File: src/rtl/time_pkg.sv
// Shared constants and types for the seconds-of-day time keeper and its
// hours/minutes/seconds converter.
package time_pkg;
  localparam int TIME_BUFF_SIZE = 18;
  localparam int OPER_L         = 3;
  localparam int AMT_W          = TIME_BUFF_SIZE + 1;
  localparam int OPER_W         = AMT_W + OPER_L;

  localparam logic [OPER_L-1:0] RESET_OPCODE = 3'd0;
  localparam logic [OPER_L-1:0] DEC_OPCODE   = 3'd1;
  localparam logic [OPER_L-1:0] ADD_OPCODE   = 3'd2;

  localparam int HOUR_SEC    = 3600;
  localparam int MINUTE_SEC  = 60;
  localparam int SECOND_SEC  = 1;
  localparam int DAY_SECONDS = 86400;

  typedef enum logic [1:0] {IDLE, HOUR, MIN, DONE} conv_state_t;
endpackage

File: src/rtl/sec_to_hms.sv
// Iterative seconds -> h/m/s converter: repeated subtraction of 3600 then 60,
// publishing all three fields together in DONE.
module sec_to_hms
  import time_pkg::*;
(
  input  logic                      clk,
  input  logic                      rst_n,
  input  logic                      start,
  input  logic [TIME_BUFF_SIZE-1:0] snapshot,
  output logic                      ready,
  output logic                      done,
  output logic [4:0]                hours,
  output logic [5:0]                minutes,
  output logic [5:0]                seconds
);
  localparam logic [TIME_BUFF_SIZE-1:0] HOUR_L = TIME_BUFF_SIZE'(HOUR_SEC);
  localparam logic [TIME_BUFF_SIZE-1:0] MIN_L  = TIME_BUFF_SIZE'(MINUTE_SEC);

  conv_state_t               state, next_state;
  logic [TIME_BUFF_SIZE-1:0] rem;
  logic [4:0]                h_cnt;
  logic [5:0]                m_cnt;

  always_ff @(posedge clk or negedge rst_n) begin
    if (!rst_n) state <= IDLE;
    else        state <= next_state;
  end

  always_comb begin
    next_state = state;
    ready      = 1'b0;
    done       = 1'b0;
    case (state)
      IDLE: begin
        ready = 1'b1;
        if (start) next_state = HOUR;
      end
      HOUR: if (rem < HOUR_L) next_state = MIN;
      MIN:  if (rem < MIN_L)  next_state = DONE;
      DONE: begin
        done       = 1'b1;
        next_state = IDLE;
      end
      default: next_state = IDLE;
    endcase
  end

  // Working registers carry no reset: they are always loaded in IDLE before use.
  always_ff @(posedge clk) begin
    case (state)
      IDLE: if (start) begin
        rem   <= snapshot;
        h_cnt <= '0;
        m_cnt <= '0;
      end
      HOUR: if (rem >= HOUR_L) begin
        rem   <= rem - HOUR_L;
        h_cnt <= h_cnt + 5'd1;
      end
      MIN: if (rem >= MIN_L) begin
        rem   <= rem - MIN_L;
        m_cnt <= m_cnt + 6'd1;
      end
      default: ;
    endcase
  end

  always_ff @(posedge clk or negedge rst_n) begin
    if (!rst_n) begin
      hours   <= '0;
      minutes <= '0;
      seconds <= '0;
    end else if (state == DONE) begin
      hours   <= h_cnt;
      minutes <= m_cnt;
      seconds <= rem[5:0];
    end
  end
endmodule

File: src/rtl/time_keeper.sv
// Seconds-of-day counter driven by OPER commands and a 1 Hz tick, with a
// display-field converter and a TIME_VALID flag tracking field freshness.
module time_keeper
  import time_pkg::*;
(
  input  logic                      CLK,
  input  logic                      RST_N,
  input  logic [OPER_W-1:0]         OPER,
  input  logic                      OPER_VALID,
  input  logic                      TICK_1HZ,
  output logic [TIME_BUFF_SIZE-1:0] TOTAL_SEC,
  output logic [4:0]                HOURS,
  output logic [5:0]                MINUTES,
  output logic [5:0]                SECONDS,
  output logic                      TIME_VALID,
  output logic                      ERR
);
  localparam logic [AMT_W-1:0] DAY_W = AMT_W'(DAY_SECONDS);

  function automatic logic [AMT_W-1:0] add_mod(input logic [AMT_W-1:0] t,
                                               input logic [AMT_W-1:0] a);
    logic [AMT_W-1:0] sum;
    sum = t + a;
    return (sum >= DAY_W) ? sum - DAY_W : sum;
  endfunction

  function automatic logic [AMT_W-1:0] sub_mod(input logic [AMT_W-1:0] t,
                                               input logic [AMT_W-1:0] a);
    return (t >= a) ? t - a : t + DAY_W - a;
  endfunction

  logic [OPER_L-1:0]         opcode;
  logic [AMT_W-1:0]          amt;
  logic [AMT_W-1:0]          cur;
  logic [AMT_W-1:0]          next_total;
  logic                      amt_ok;
  logic                      cmd_err;
  logic                      pend, next_pend;
  logic                      changed;
  logic                      dirty;
  logic                      conv_ready, conv_done;

  assign opcode = OPER[OPER_L-1:0];
  assign amt    = OPER[TIME_BUFF_SIZE+OPER_L:OPER_L];
  assign cur    = {1'b0, TOTAL_SEC};
  assign amt_ok = amt < DAY_W;

  // A command owns its cycle; a coincident tick is parked and applied on the
  // next command-free cycle.
  always_comb begin
    next_total = cur;
    next_pend  = pend;
    cmd_err    = 1'b0;
    if (OPER_VALID) begin
      case (opcode)
        RESET_OPCODE: next_total = '0;
        DEC_OPCODE:   if (amt_ok) next_total = sub_mod(cur, amt); else cmd_err = 1'b1;
        ADD_OPCODE:   if (amt_ok) next_total = add_mod(cur, amt); else cmd_err = 1'b1;
        default:      cmd_err = 1'b1;
      endcase
      if (TICK_1HZ) next_pend = 1'b1;
    end else if (TICK_1HZ || pend) begin
      next_total = add_mod(cur, AMT_W'(SECOND_SEC));
      next_pend  = 1'b0;
    end
  end

  assign changed = next_total != cur;

  always_ff @(posedge CLK or negedge RST_N) begin
    if (!RST_N) begin
      TOTAL_SEC  <= '0;
      pend       <= 1'b0;
      ERR        <= 1'b0;
      dirty      <= 1'b0;
      TIME_VALID <= 1'b1;
    end else begin
      TOTAL_SEC <= next_total[TIME_BUFF_SIZE-1:0];
      pend      <= next_pend;
      ERR       <= cmd_err;
      dirty     <= changed | (dirty & ~conv_ready);
      // A change landing on the DONE edge must still leave the fields marked stale.
      if (changed)        TIME_VALID <= 1'b0;
      else if (conv_done) TIME_VALID <= ~dirty;
    end
  end

  sec_to_hms u_conv (
    .clk      (CLK),
    .rst_n    (RST_N),
    .start    (dirty),
    .snapshot (TOTAL_SEC),
    .ready    (conv_ready),
    .done     (conv_done),
    .hours    (HOURS),
    .minutes  (MINUTES),
    .seconds  (SECONDS)
  );
endmodule
File: config.mk
export PLATFORM = sky130hd
export DESIGN_NAME = time_keeper
export DESIGN_NICKNAME = d
export VERILOG_FILES = /design/src/rtl/time_pkg.sv /design/src/rtl/sec_to_hms.sv /design/src/rtl/time_keeper.sv
export SDC_FILE = /design/constraint.sdc
export NUM_CORES = 1
export LEC_CHECK = 0
export BUFFER_PORTS_ARGS = -buffer_cell sky130_fd_sc_hd__buf_2
export CORE_ASPECT_RATIO = 0.8
export CORE_MARGIN = 2
export CORE_UTILIZATION = 60
export DETAILED_ROUTE_END_ITERATION = 8
export GPL_TIMING_DRIVEN = 0
export PLACE_DENSITY = 0.79
export SLEW_MARGIN = 40
export SYNTH_ARGS = -nofsm -noshare
export SYNTH_HDL_FRONTEND = slang
export SYNTH_SLANG_ARGS = --single-unit
export TNS_END_PERCENT = 20
File: constraint.sdc
create_clock -name CLK -period 11 [get_ports CLK]
set_input_delay 1.1 -clock CLK [delete_from_list [all_inputs] [get_ports CLK]]
set_output_delay 1.1 -clock CLK [all_outputs]
set_load 0.01 [all_outputs]
==> impl_metrics.json <==
{
  "status": "completed",
  "num_io_pins": 63,
  "drv_slew": 0,
  "top_usage_layer": "met1",
  "crit_type": "primary input to register",
  "leakage_nw": 4.490,
  "grt_use_met3_pct": 14.00,
  "hold_viol": 0,
  "totalWireLength_um": 36840,
  "cts_resized": 0,
  "synth_area_per_cell_sq_um": 7.730,
  "synthToLayoutAreaGrowth_pct": 8.764,
  "cp-end-kind": "register",
  "gp_congestion": 1.064,
  "clock_latency_ps": 360,
  "wl_per_cell_um": 22.89,
  "grt_pass1_wl_um": 56690,
  "synth_cell_types": 95,
  "synthArstFlopShare_pct": 58.57,
  "antenna_found_initial": 0,
  "finalSetupViolations": 0,
  "dp_hpwl_um": 29830,
  "grt_pass1_vias": 9788,
  "synth_top_area_share_pct": 9.847,
  "final_cell_mix": "nand2_1 (109), inv_1 (88), a21oi_1 (87)",
  "syn_inst": 1315,
  "hold_buffers": 0,
  "final_common_cell": "nand2_1",
  "clock-sinks": 70,
  "worstHoldPathType": "register to register",
  "track_usage_pct": 41.09,
  "crit_arrival_ps": 6360,
  "cts-root-buf": "clkbuf_16",
  "finalCritPeriodShare_pct": 55.71,
  "grtUsageMet1_pct": 63.86,
  "die_y_um": 120.4,
  "synth_edf_count": 29,
  "finClkSkew_ps": 11.21,
  "dp.cells": 1593,
  "syn_area_sq_um": 10160,
  "fin_area_sq_um": 11060,
  "worst_pin_slew_ps": 1002,
  "io_buffers": 58,
  "numCtsBuffers": 9,
  "clkTransAtPathRegs_ps": 60,
  "powerDensity_nw_per_um2": 258.8,
  "ant_nets": 0,
  "rsz0062_at_grt": "false",
  "ir_drop_v": 0.0001458,
  "htree_num_levels": 3,
  "syn-num-nets": 1429,
  "cp_data_required_time_ps": 11230,
  "worst-path-max-fanout": 10,
  "dpl_cell_area_sq_um": 10750,
  "drc": 0,
  "rows": 42,
  "insertedDiodeCount": 0,
  "synth_area_leaders": "dfrtp_1 (9.8%), ha_1 (9.1%), edfxtp_1 (8.6%)",
  "synth_top_area_cell": "dfrtp_1",
  "period_needed_ps": 6129,
  "die_w_um": 149.5,
  "cts_setup_buffers": 0,
  "vias": 11210,
  "layout-drive-gt1-share_pct": 12.02,
  "grt_use_met2_pct": 54.30,
  "n_fill_cell": 1486,
  "slew_headroom_pct": 33.06,
  "grt_overflow": 0,
  "core_area_sq_um": 16550,
  "synth_ff_type": "dfrtp_1",
  "nets": 1498,
  "ys_seq_elements": 70,
  "max-cap-violations": 0,
  "cts_buffer_depth": 2,
  "fmax_mhz": 163.2,
  "seq_area_frac_synth_pct": 18.67,
  "dr.first_iter.drc_count": 1506,
  "vias_per_cell": 6.965,
  "layout.cells.non_filler": 1609,
  "grt_max_degree": 42,
  "cts_tree": "done",
  "fin_setup_tns_ps": 0,
  "cp-start-kind": "primary input",
  "firstDrtPassIters": 7,
  "yosys_warnings": 0,
  "start_util_pct": 61.41,
  "die_area_sq_um": 18000
}
## layer usage
metal / vias to the layer above / routed length, um
li1: 5066 / -
met1: 5298 / 16390
met2: 784 / 14170
met3: 58 / 5563
met4: 0 / 709
met5: - / 0
## cells by family after synthesis
group | after synthesis | synth area share, %
xor+xnor | 65 | 5.601
compound gates | 397 | 27.34
simple gates | 493 | 26.28
mux | 32 | 3.397
flops | 70 | 18.67
buf+inv | 170 | 6.844
fa+ha+maj | 88 | 11.87
## report_power, final
part,switching (mW),internal [mW]
sequential,0.121,0.428
combinational,1.30,0.706
clock,0.142,0.160
## cell type report
type                       instances  area (sq um)  share of cell area [%]
sequential                        70          1898                   17.17
timing repair buffer              58         292.8                   2.648
buffer                            76         342.8                   3.101
clock buffer                       9         225.2                   2.037
tap                              220         275.3                   2.490
inverter                          94         352.8                   3.191
multi-input combinational       1075          7596                   68.71
clock inverter                     7         72.57                  0.6564
## stage by stage
| stage | setup WS (ps) | total power [mW] | hold WS (ps) | util, % |
|---|---|---|---|---|
| final | 4871 | 2.861 | 505.4 | 66.79 |
| after global routing | 4752 | 3.045 | 521.8 | 66.79 |
| after CTS | 5221 | 2.781 | 506.8 | 66.76 |
| after detailed placement | 4883 | 2.472 | 492.7 | 64.96 |
| after global placement | 4794 | 2.434 | 485.0 | 64.82 |
| after floorplan | 5934 | 1.914 | 482.1 | - |
## synthesized netlist by cell type (7+ instances only)
master / count
or2_2: 11
a21o_1: 14
o211ai_1: 29
nand4_1: 23
xor2_1: 9
mux2i_1: 12
a2111oi_0: 10
a221oi_1: 7
o2111ai_1: 7
o31a_1: 8
xnor2_1: 56
a22oi_1: 12
and4_1: 8
a22o_1: 8
nand2b_1: 20
edfxtp_1: 29
fa_1: 14
ha_1: 74
o21a_1: 8
o211a_1: 9
and3_1: 12
nor2b_1: 20
nand3_1: 57
inv_1: 88
nand2_1: 109
and2_1: 20
mux2_2: 20
nor2_1: 87
a211o_1: 9
dfrtp_1: 40
o21bai_1: 8
nor3_1: 38
buf_2: 18
a31oi_1: 28
clkbuf_1: 48
a21oi_1: 87
o31ai_1: 8
a211oi_1: 16
or3_1: 20
o21ai_0: 61
nor4_1: 25
## final timing paths
kind                       slack (ps)                             to  cells past startpoint                     startpoint
min in group asynchronous         740        TOTAL_SEC[16]$_DFF_PN0_                      1                          RST_N
max                              4870                dirty$_DFF_PN0_                     17                       OPER[13]
min                               510  u_conv.seconds[2]$_DFFE_PN0P_                      1  u_conv.seconds[2]$_DFFE_PN0P_
max reg2reg                      4940                dirty$_DFF_PN0_                     16         TOTAL_SEC[4]$_DFF_PN0_
max in group asynchronous        9840         TOTAL_SEC[8]$_DFF_PN0_                      1                          RST_N
min reg2reg                       510  u_conv.seconds[2]$_DFFE_PN0P_                      1  u_conv.seconds[2]$_DFFE_PN0P_
## worst max-delay path: stages
cell and delay (ps):
buf_2 140, inv_1 50, ha_1 300, clkbuf_1 360
nand4_1 340, nor4_1 690, nand3_1 310, o211ai_1 380
clkbuf_1 580, mux2i_1 250, a311o_1 360, nor4_1 200
nand4_1 220, nor4_1 360, o211a_1 190, nand4b_1 180
a211o_1 320
## registers in the layout, summed over array words and instances, names as in the netlist
signal and cells:
ERR 1, TIME_VALID 1, TOTAL_SEC 18, dirty 1, pend 1, u_conv.h_cnt 5
u_conv.hours 5, u_conv.m_cnt 6, u_conv.minutes 6, u_conv.rem 18, u_conv.seconds 6, u_conv.state 2
No activity file was read; power rests on OpenSTA's default activity.
